===== src/rtl/systola_pkg.sv =====
// systola_pkg: shared types for the systolic-array front end.
//   tile_loader_state_t : tile_loader FSM states
//   DEFAULT_DW / elem_t : default element width and element type
package systola_pkg;
    typedef enum logic [1:0] {IDLE, LOAD, DRAIN, DONE} tile_loader_state_t;
    localparam int DEFAULT_DW = 8;
    typedef logic [DEFAULT_DW-1:0] elem_t;
endpackage


===== src/rtl/tile_loader_lane_onehot.sv =====
// lane_onehot: registers a lane index plus enable as a one-hot write strobe.
//   clk, rstn : clock, synchronous active-low reset
//   en        : produce a strobe next cycle
//   lane      : lane index to strobe
//   onehot    : registered one-hot strobe (all zero when en was low)
module lane_onehot
    import systola_pkg::*;
#(
    parameter int LANES = 4,
    parameter int LW    = (LANES > 1) ? $clog2(LANES) : 1
) (
    input  logic             clk,
    input  logic             rstn,
    input  logic             en,
    input  logic [LW-1:0]    lane,
    output logic [LANES-1:0] onehot
);
    logic [LANES-1:0] onehot_d, onehot_q;

    always_comb onehot_d = en ? (LANES'(1) << lane) : '0;

    always_ff @(posedge clk) begin
        if (!rstn) onehot_q <= '0;
        else       onehot_q <= onehot_d;
    end

    assign onehot = onehot_q;
endmodule


===== src/rtl/tile_loader.sv =====
// tile_loader: streams one tile round-robin into LANES input buffers, then bursts a common read.
//   clk, rstn  : clock, synchronous active-low reset
//   start      : begin a tile (IDLE only)
//   in_valid/in_ready/in_data : input element stream
//   buf_write  : registered one-hot lane write strobe
//   buf_din    : registered shared write data
//   buf_read   : common read strobe, DEPTH+LANES-1 cycles
//   busy, done : FSM not idle / one-cycle completion pulse
// Optional macro TILE_LOADER_AUTOSTART_EN: in_valid also leaves IDLE.
module tile_loader
    import systola_pkg::*;
#(
    parameter int LANES = 4,
    parameter int DEPTH = 8,
    parameter int DW    = DEFAULT_DW
) (
    input  logic             clk,
    input  logic             rstn,
    input  logic             start,
    input  logic             in_valid,
    output logic             in_ready,
    input  logic [DW-1:0]    in_data,
    output logic [LANES-1:0] buf_write,
    output logic [DW-1:0]    buf_din,
    output logic             buf_read,
    output logic             busy,
    output logic             done
);
    localparam int LW    = (LANES > 1) ? $clog2(LANES) : 1;
    localparam int EW    = $clog2(LANES * DEPTH + 1);
    localparam int CW    = $clog2(DEPTH + LANES);
    localparam int TOTAL = LANES * DEPTH;
    localparam int RLEN  = DEPTH + LANES - 1;

    tile_loader_state_t state_d, state_q;
    logic [LW-1:0] lane_cnt_d, lane_cnt_q;
    logic [EW-1:0] elem_cnt_d, elem_cnt_q;
    logic [CW-1:0] drain_cnt_d, drain_cnt_q;
    logic          in_ready_d, in_ready_q;
    logic [DW-1:0] buf_din_d, buf_din_q;
    logic          accept, go;

    assign accept = in_valid && in_ready_q;

`ifdef TILE_LOADER_AUTOSTART_EN
    assign go = start || in_valid;
`else
    assign go = start;
`endif

    always_comb begin
        state_d     = state_q;
        lane_cnt_d  = lane_cnt_q;
        elem_cnt_d  = elem_cnt_q;
        drain_cnt_d = drain_cnt_q;
        buf_din_d   = accept ? in_data : buf_din_q;
        case (state_q)
            IDLE: if (go) begin
                state_d     = LOAD;
                lane_cnt_d  = '0;
                elem_cnt_d  = '0;
                drain_cnt_d = '0;
            end
            LOAD: if (accept) begin
                lane_cnt_d = (lane_cnt_q == LW'(LANES - 1)) ? '0 : lane_cnt_q + 1'b1;
                elem_cnt_d = elem_cnt_q + 1'b1;
                if (elem_cnt_q == EW'(TOTAL - 1)) state_d = DRAIN;
            end
            // First DRAIN cycle carries the final write; reads occupy drain_cnt 1..RLEN.
            DRAIN: if (drain_cnt_q == CW'(RLEN)) state_d = DONE;
                   else drain_cnt_d = drain_cnt_q + 1'b1;
            DONE: state_d = IDLE;
            default: state_d = IDLE;
        endcase
        in_ready_d = (state_d == LOAD);
    end

    always_ff @(posedge clk) begin
        if (!rstn) begin
            state_q     <= IDLE;
            lane_cnt_q  <= '0;
            elem_cnt_q  <= '0;
            drain_cnt_q <= '0;
            in_ready_q  <= 1'b0;
            buf_din_q   <= '0;
        end else begin
            state_q     <= state_d;
            lane_cnt_q  <= lane_cnt_d;
            elem_cnt_q  <= elem_cnt_d;
            drain_cnt_q <= drain_cnt_d;
            in_ready_q  <= in_ready_d;
            buf_din_q   <= buf_din_d;
        end
    end

    lane_onehot #(.LANES(LANES), .LW(LW)) u_onehot (
        .clk    (clk),
        .rstn   (rstn),
        .en     (accept),
        .lane   (lane_cnt_q),
        .onehot (buf_write)
    );

    assign in_ready = in_ready_q;
    assign buf_din  = buf_din_q;
    assign buf_read = (state_q == DRAIN) && (drain_cnt_q != '0);
    assign busy     = (state_q != IDLE);
    assign done     = (state_q == DONE);
endmodule


===== config.mk =====
export PLATFORM = sky130hd
export DESIGN_NAME = tile_loader
export DESIGN_NICKNAME = d
export VERILOG_FILES = /design/src/rtl/systola_pkg.sv /design/src/rtl/tile_loader_lane_onehot.sv /design/src/rtl/tile_loader.sv
export SDC_FILE = /design/constraint.sdc
export NUM_CORES = 1
export LEC_CHECK = 0
export BUFFER_PORTS_ARGS = -buffer_cell sky130_fd_sc_hd__buf_2
export CELL_PAD_IN_SITES_DETAIL_PLACEMENT = 0
export CELL_PAD_IN_SITES_GLOBAL_PLACEMENT = 1
export CORE_MARGIN = 1
export CORE_UTILIZATION = 35
export CTS_BUF_LIST = sky130_fd_sc_hd__clkbuf_8
export DETAILED_ROUTE_END_ITERATION = 8
export PLACE_DENSITY_LB_ADDON = 0.1
export SYNTH_ARGS = -nofsm -noshare
export SYNTH_HDL_FRONTEND = slang
export SYNTH_SLANG_ARGS = --single-unit

===== constraint.sdc =====
create_clock -name clk -period 1.45 [get_ports clk]
set_input_delay 0.2175 -clock clk [delete_from_list [all_inputs] [get_ports clk]]
set_output_delay 0.2175 -clock clk [all_outputs]
set_load 0.05 [all_outputs]

Word level (Yosys, flattened, before mapping)
Index checks and enable logic that the tools add are counted.
- bits in registers: 27
- word-level logic and storage cells: 46
- shifts and indexed selects: 1
- multiplexer cells: 15
- equality and inequality tests: 10
- add/subtract/negate cells: 3
- reductions and logical operators: 10
- operators with widths (cell ; number):
    two-way mux 2 bit ; 7
    two-way mux 6 bit ; 2
    case mux 6 bit (2 select lines) ; 1
    two-way mux 4 bit ; 2
    case mux 2 bit (4 select lines) ; 1
    case mux 4 bit (2 select lines) ; 1
    adder 6 x 1 -> 6 bit, second input constant ; 1
    == test 2 bit, second input constant ; 3
    == test 6 x 5 -> 1 bit, second input constant ; 1
    inequality test 2 bit, second input constant ; 3
    AND reduction 3 bit ; 2
    nonzero test 2 bit ; 3
    adder 4 x 1 -> 4 bit, second input constant ; 1
    == test 2 x 1 -> 1 bit, second input constant ; 2
    == test 4 bit, second input constant ; 1
    case mux 2 bit (2 select lines) ; 1
    nonzero test 4 bit ; 1
    << shifter 1 x 2 -> 4 bit, first input constant ; 1
    adder 2 x 1 -> 2 bit, second input constant ; 1
    logical AND 1 bit ; 2
    logical NOT 2 bit ; 1
    AND reduction 2 bit ; 1

Depth between registers and ports, before layout
- depth after elaboration: 5
- depth in mapped cells: 5

Cells and area by module
From an unflattened synthesis, not the netlist that was laid out.
- cell total of the unflattened synthesis: 140
- area, all modules: 1226.2 sq um
- by module, submodules not included (module ; times used ; area an instance (sq um) ; cells an instance ; seq. area each (sq um)):
    tile_loader ; 1 ; 1101.1 ; 132 ; 460.4
    lane_onehot ; 1 ; 125.1 ; 8 ; 80.1

Worst setup path before layout
OpenSTA, ideal clock, no wires.
- path type: register to output
- start point: register state_q[1]
- end point: output port buf_read
- arrival time: 1.495 ns
- data required time: 1.233 ns
- path buffers: 1
- setup slack: -0.263 ns
- cell stages (with the launch flop): 4
- cell sequence: dfxtp_1 > clkbuf_1 > nand2b_1 > a21oi_1
- word-level cells in the longest chain between the ends: 2
- ends and longest elaborated chain (item ; line ; RTL):
    start: declaration ; tile_loader.sv:35 ; tile_loader_state_t state_d, state_q;
    start signal: assignment ; tile_loader.sv:87 ; state_q <= state_d;
    == test 2 bit ; tile_loader.sv:106 ; assign buf_read = (state_q == DRAIN) && (drain_cnt_q != '0);
    logical AND 1 bit ; tile_loader.sv:106 ;
    end: declaration ; tile_loader.sv:25 ; output logic buf_read,
No other way between the ends.

Final worst setup path
- start point: register state_q[0]
- end point: output port busy
- word-level cells in the longest chain between the ends: 1
- ends and longest elaborated chain (item ; line ; RTL):
    nonzero test 2 bit ; tile_loader.sv:107 ; assign busy = (state_q != IDLE);
    end: declaration ; tile_loader.sv:26 ; output logic busy,
No other way between the ends.

==> summary.txt <==
Worst setup path
  – CP bufs+invs: 2
  – Arrival time worst endpoint: roughly 1200 ps
  – Critical-path cell list: buf_4 -> or2_2 -> buf_6
  – Startpoint types: flop
  – Crit-path max cell delay: 320 ps
  – WP data required: 1230 ps
  – Crit end category: output pin
  – Peak fanout along the critical path: 10
  – Worst setup path startpoint: state_q[0]$_SDFF_PN0_
  – Critical path class: reg2out
  – RR Startpoint: state_q[0]$_SDFF_PN0_
  – Delay-heaviest family, CP: flip-flops
  – Critical path's slowest cell: dfxtp_1

Cells and area
  – Commonest non-fill, non-tap cell in the layout: buf_2
  – Diode count: 0
  – Area Growth Syn to Fin: 23.09%
  – Share of cells above drive strength 1: 0.2768
  – Commonest cells after routing, fill and taps aside: buf_2 (25), nand2_1 (23), dfxtp_1 (23)
  – Filler instances: about 360
  – Layout net count: 194

CTS
  – CTS tree: done
  – Clock Tree Buf Depth: 2
  – Root Buffer: clkbuf_8
  – Num Clock Sinks: 27
  – CTS clk-pin slew, worst paths: ~90 ps
  – H-tree Lvls: 1
  – Num CTS Buffers: 3
  – Hold Buf Count CTS: 0
  – Worst-Skew Late Latency: 270 ps

Synth
  – Ys async rst share: 0
  – Syn Area/Cell: roughly 8.7 µm²
  – Top FF cell, synth: dfxtp_1
  – FF+latch count, synth: 27
  – EDFF count, synth: 0
  – Synth warnings: 0
  – Top post-synthesis cells by area: dfxtp_1 (42%), a21boi_0 (8.8%), nand2_1 (6.8%)
  – Sequential area share after synthesis: 0.4227
  – Synthesized area: 1279 µm²
  – Yosys top cell area share: 0.4227
  – Post-synthesis cell count: 147
  – Netlist cell types: 33
  – Mapped Nets: 163
  – Top cell type by total area after synthesis: dfxtp_1

Route
  – Routed Wire Length: 2.607 mm
  – Initial drt markers: 47
  – Met1 wire length: ~1.2 mm
  – Via count: around 1100
  – DRC viols: 0
  – Vias per cell: 4.960
  – Final antenna-violating net count: 0
  – TritonRoute pass-1 iters: 4
  – Met2 WL: roughly 1.3 mm
  – Uppermost layer routed: met4
  – Wire length on met3: 70 µm
  – WL/cell: 11.69 µm

STA
  – Max Slew Vio Count: 0
  – Fmax: 701.9 MHz
  – Final worst slack: 25.25 ps
  – Crit share post-route: 0.9826
  – Tmin final: 1425 ps
  – Worst relative slew slack: 0.7077
  – RSZ-0062 raised after global routing: yes
  – Worst-margin pin slew: roughly 440 ps
  – Clk_skew: 1.627 ps
  – Worst hold slack: 190.8 ps
  – Setup violators final: 0
  – Final hold vios: 0

Floorplan
  – Row count: 21
  – Die footprint: 3899 µm²
  – Chip height: about 62 µm
  – Starting Density: 0.3744
  – Die Width: approximately 62 µm
  – Ports: 28
  – Core area: around 3400 µm²

Global routing
  – Vias in the first global route: between 1000 and 1500
  – Overflow after GRT: 0
  – Pin count of the biggest net entering global routing: 29
  – First-pass GRT wire length: approximately 4.4 mm
  – GR Util All Layers: 0.1403
  – Initial antenna violation count: 0

Pwr
  – Max IR drop VDD: 403.9 µV
  – Leakage power: 0.6232 nW
  – Pwr dens: between 800 and 900 nW/µm²

Placed design
  – IO buf count: 27
  – Pre-CTS worst setup slack: 28.51 ps
  – Placer Congestion: slightly below 0.8
  – Placed wire-length estimate: 1.865 mm

Outcome
  – Outcome: finished, final reports clean

Run
  – Max_cap viols: 0

Min path
  – Hold path start: in_data[2]
  – Hold crit path type: in2reg
==> layout make-up <==
| cell class | count | area [µm²] | area share |
|---|---|---|---|
| well taps | 46 | 57.56 | 0.03657 |
| repair buffers | 34 | 200.2 | 0.1272 |
| inverters | 6 | 22.52 | 0.01431 |
| clock inverters | 1 | 5.005 | 0.003180 |
| flip-flops and latches | 27 | 545.5 | 0.3466 |
| multi-input cells | 106 | 701.9 | 0.4459 |
| clock buffers | 3 | 41.29 | 0.02623 |
==> timing repair <==
action	in CTS	in global routing
setup endpoints to repair	2	9
setup buffers	0	1
hold endpoints to repair	0	0
resized for setup	5	6
==> tightest hold or removal path: stages <==
cell and delay, ps:
buf_2 100, nand2_1 40, a21boi_0 60
==> cell usage after synthesis (2+ instances only) <==
cell type  instances
clkbuf_1           5
nor2_1             4
nand3_1           11
or4_1              2
a21boi_1           2
dfxtp_1           27
mux2i_1            4
nand2_1           23
a21boi_0          15
a21oi_1            5
ha_1               4
buf_2              2
o21ai_0            6
and2_1             3
and4b_1            2
nand4_1            2
nand3b_1           4
nand4b_1           2
nor3_1             3
o31ai_1            2
o21bai_1           2
inv_1              6
==> path summary, 6_finish.rpt <==
kind	end	slack, ps	cells past startpoint
worst max-delay path	busy	30	3
worst min-delay path	buf_din[2]$_SDFFE_PN0N_	190	3
worst max register to register	drain_cnt_q[3]$_SDFFE_PN0P_	60	4
worst min register to register	buf_din[7]$_SDFFE_PN0N_	470	2
==> per-layer routing <==
layer / global-route usage / vias to the layer above
met1: 0.1691 / 509
met5: 0 / -
met4: 0.06105 / 0
met3: 0.02190 / 2
met2: 0.2446 / 19
li1: - / 576
==> flip-flops by register name (all words and copies together) (netlist names) <==
signal           count
buf_din              8
elem_cnt_q           6
in_ready             1
u_onehot.onehot      4
lane_cnt_q           2
drain_cnt_q          4
state_q              2
==> per-stage QoR <==
step                      total power [mW]  utilization  instance area (µm²)  instances  setup TNS, ps
after global routing                 1.446       0.4608                 1574        223         -49.07
after CTS                            1.404       0.4513                 1541        222              0
after global placement              0.9642       0.4337                 1481        218              0
after floorplan                     0.9179            -                 1284        147              0
final                                1.377       0.4608                 1574        223              0
after detailed placement            0.9678       0.4337                 1481        218              0
==> kinds of logic after synthesis <==
logic type	Yosys count	synth area share
buf+inv	14	0.04892
compound gates	33	0.1761
fa+ha+maj	4	0.03914
flops	27	0.4227
simple gates	65	0.2818
mux	4	0.03131
==> power by group <==
group | total, mW | internal (mW) | switching [mW] | leakage (nW)
registers | 0.770 | 0.758 | 0.0120 | 0.221
logic | 0.187 | 0.0652 | 0.122 | 0.377
clock network | 0.420 | 0.192 | 0.228 | 0.0255
(Power assumes the default switching activity.)
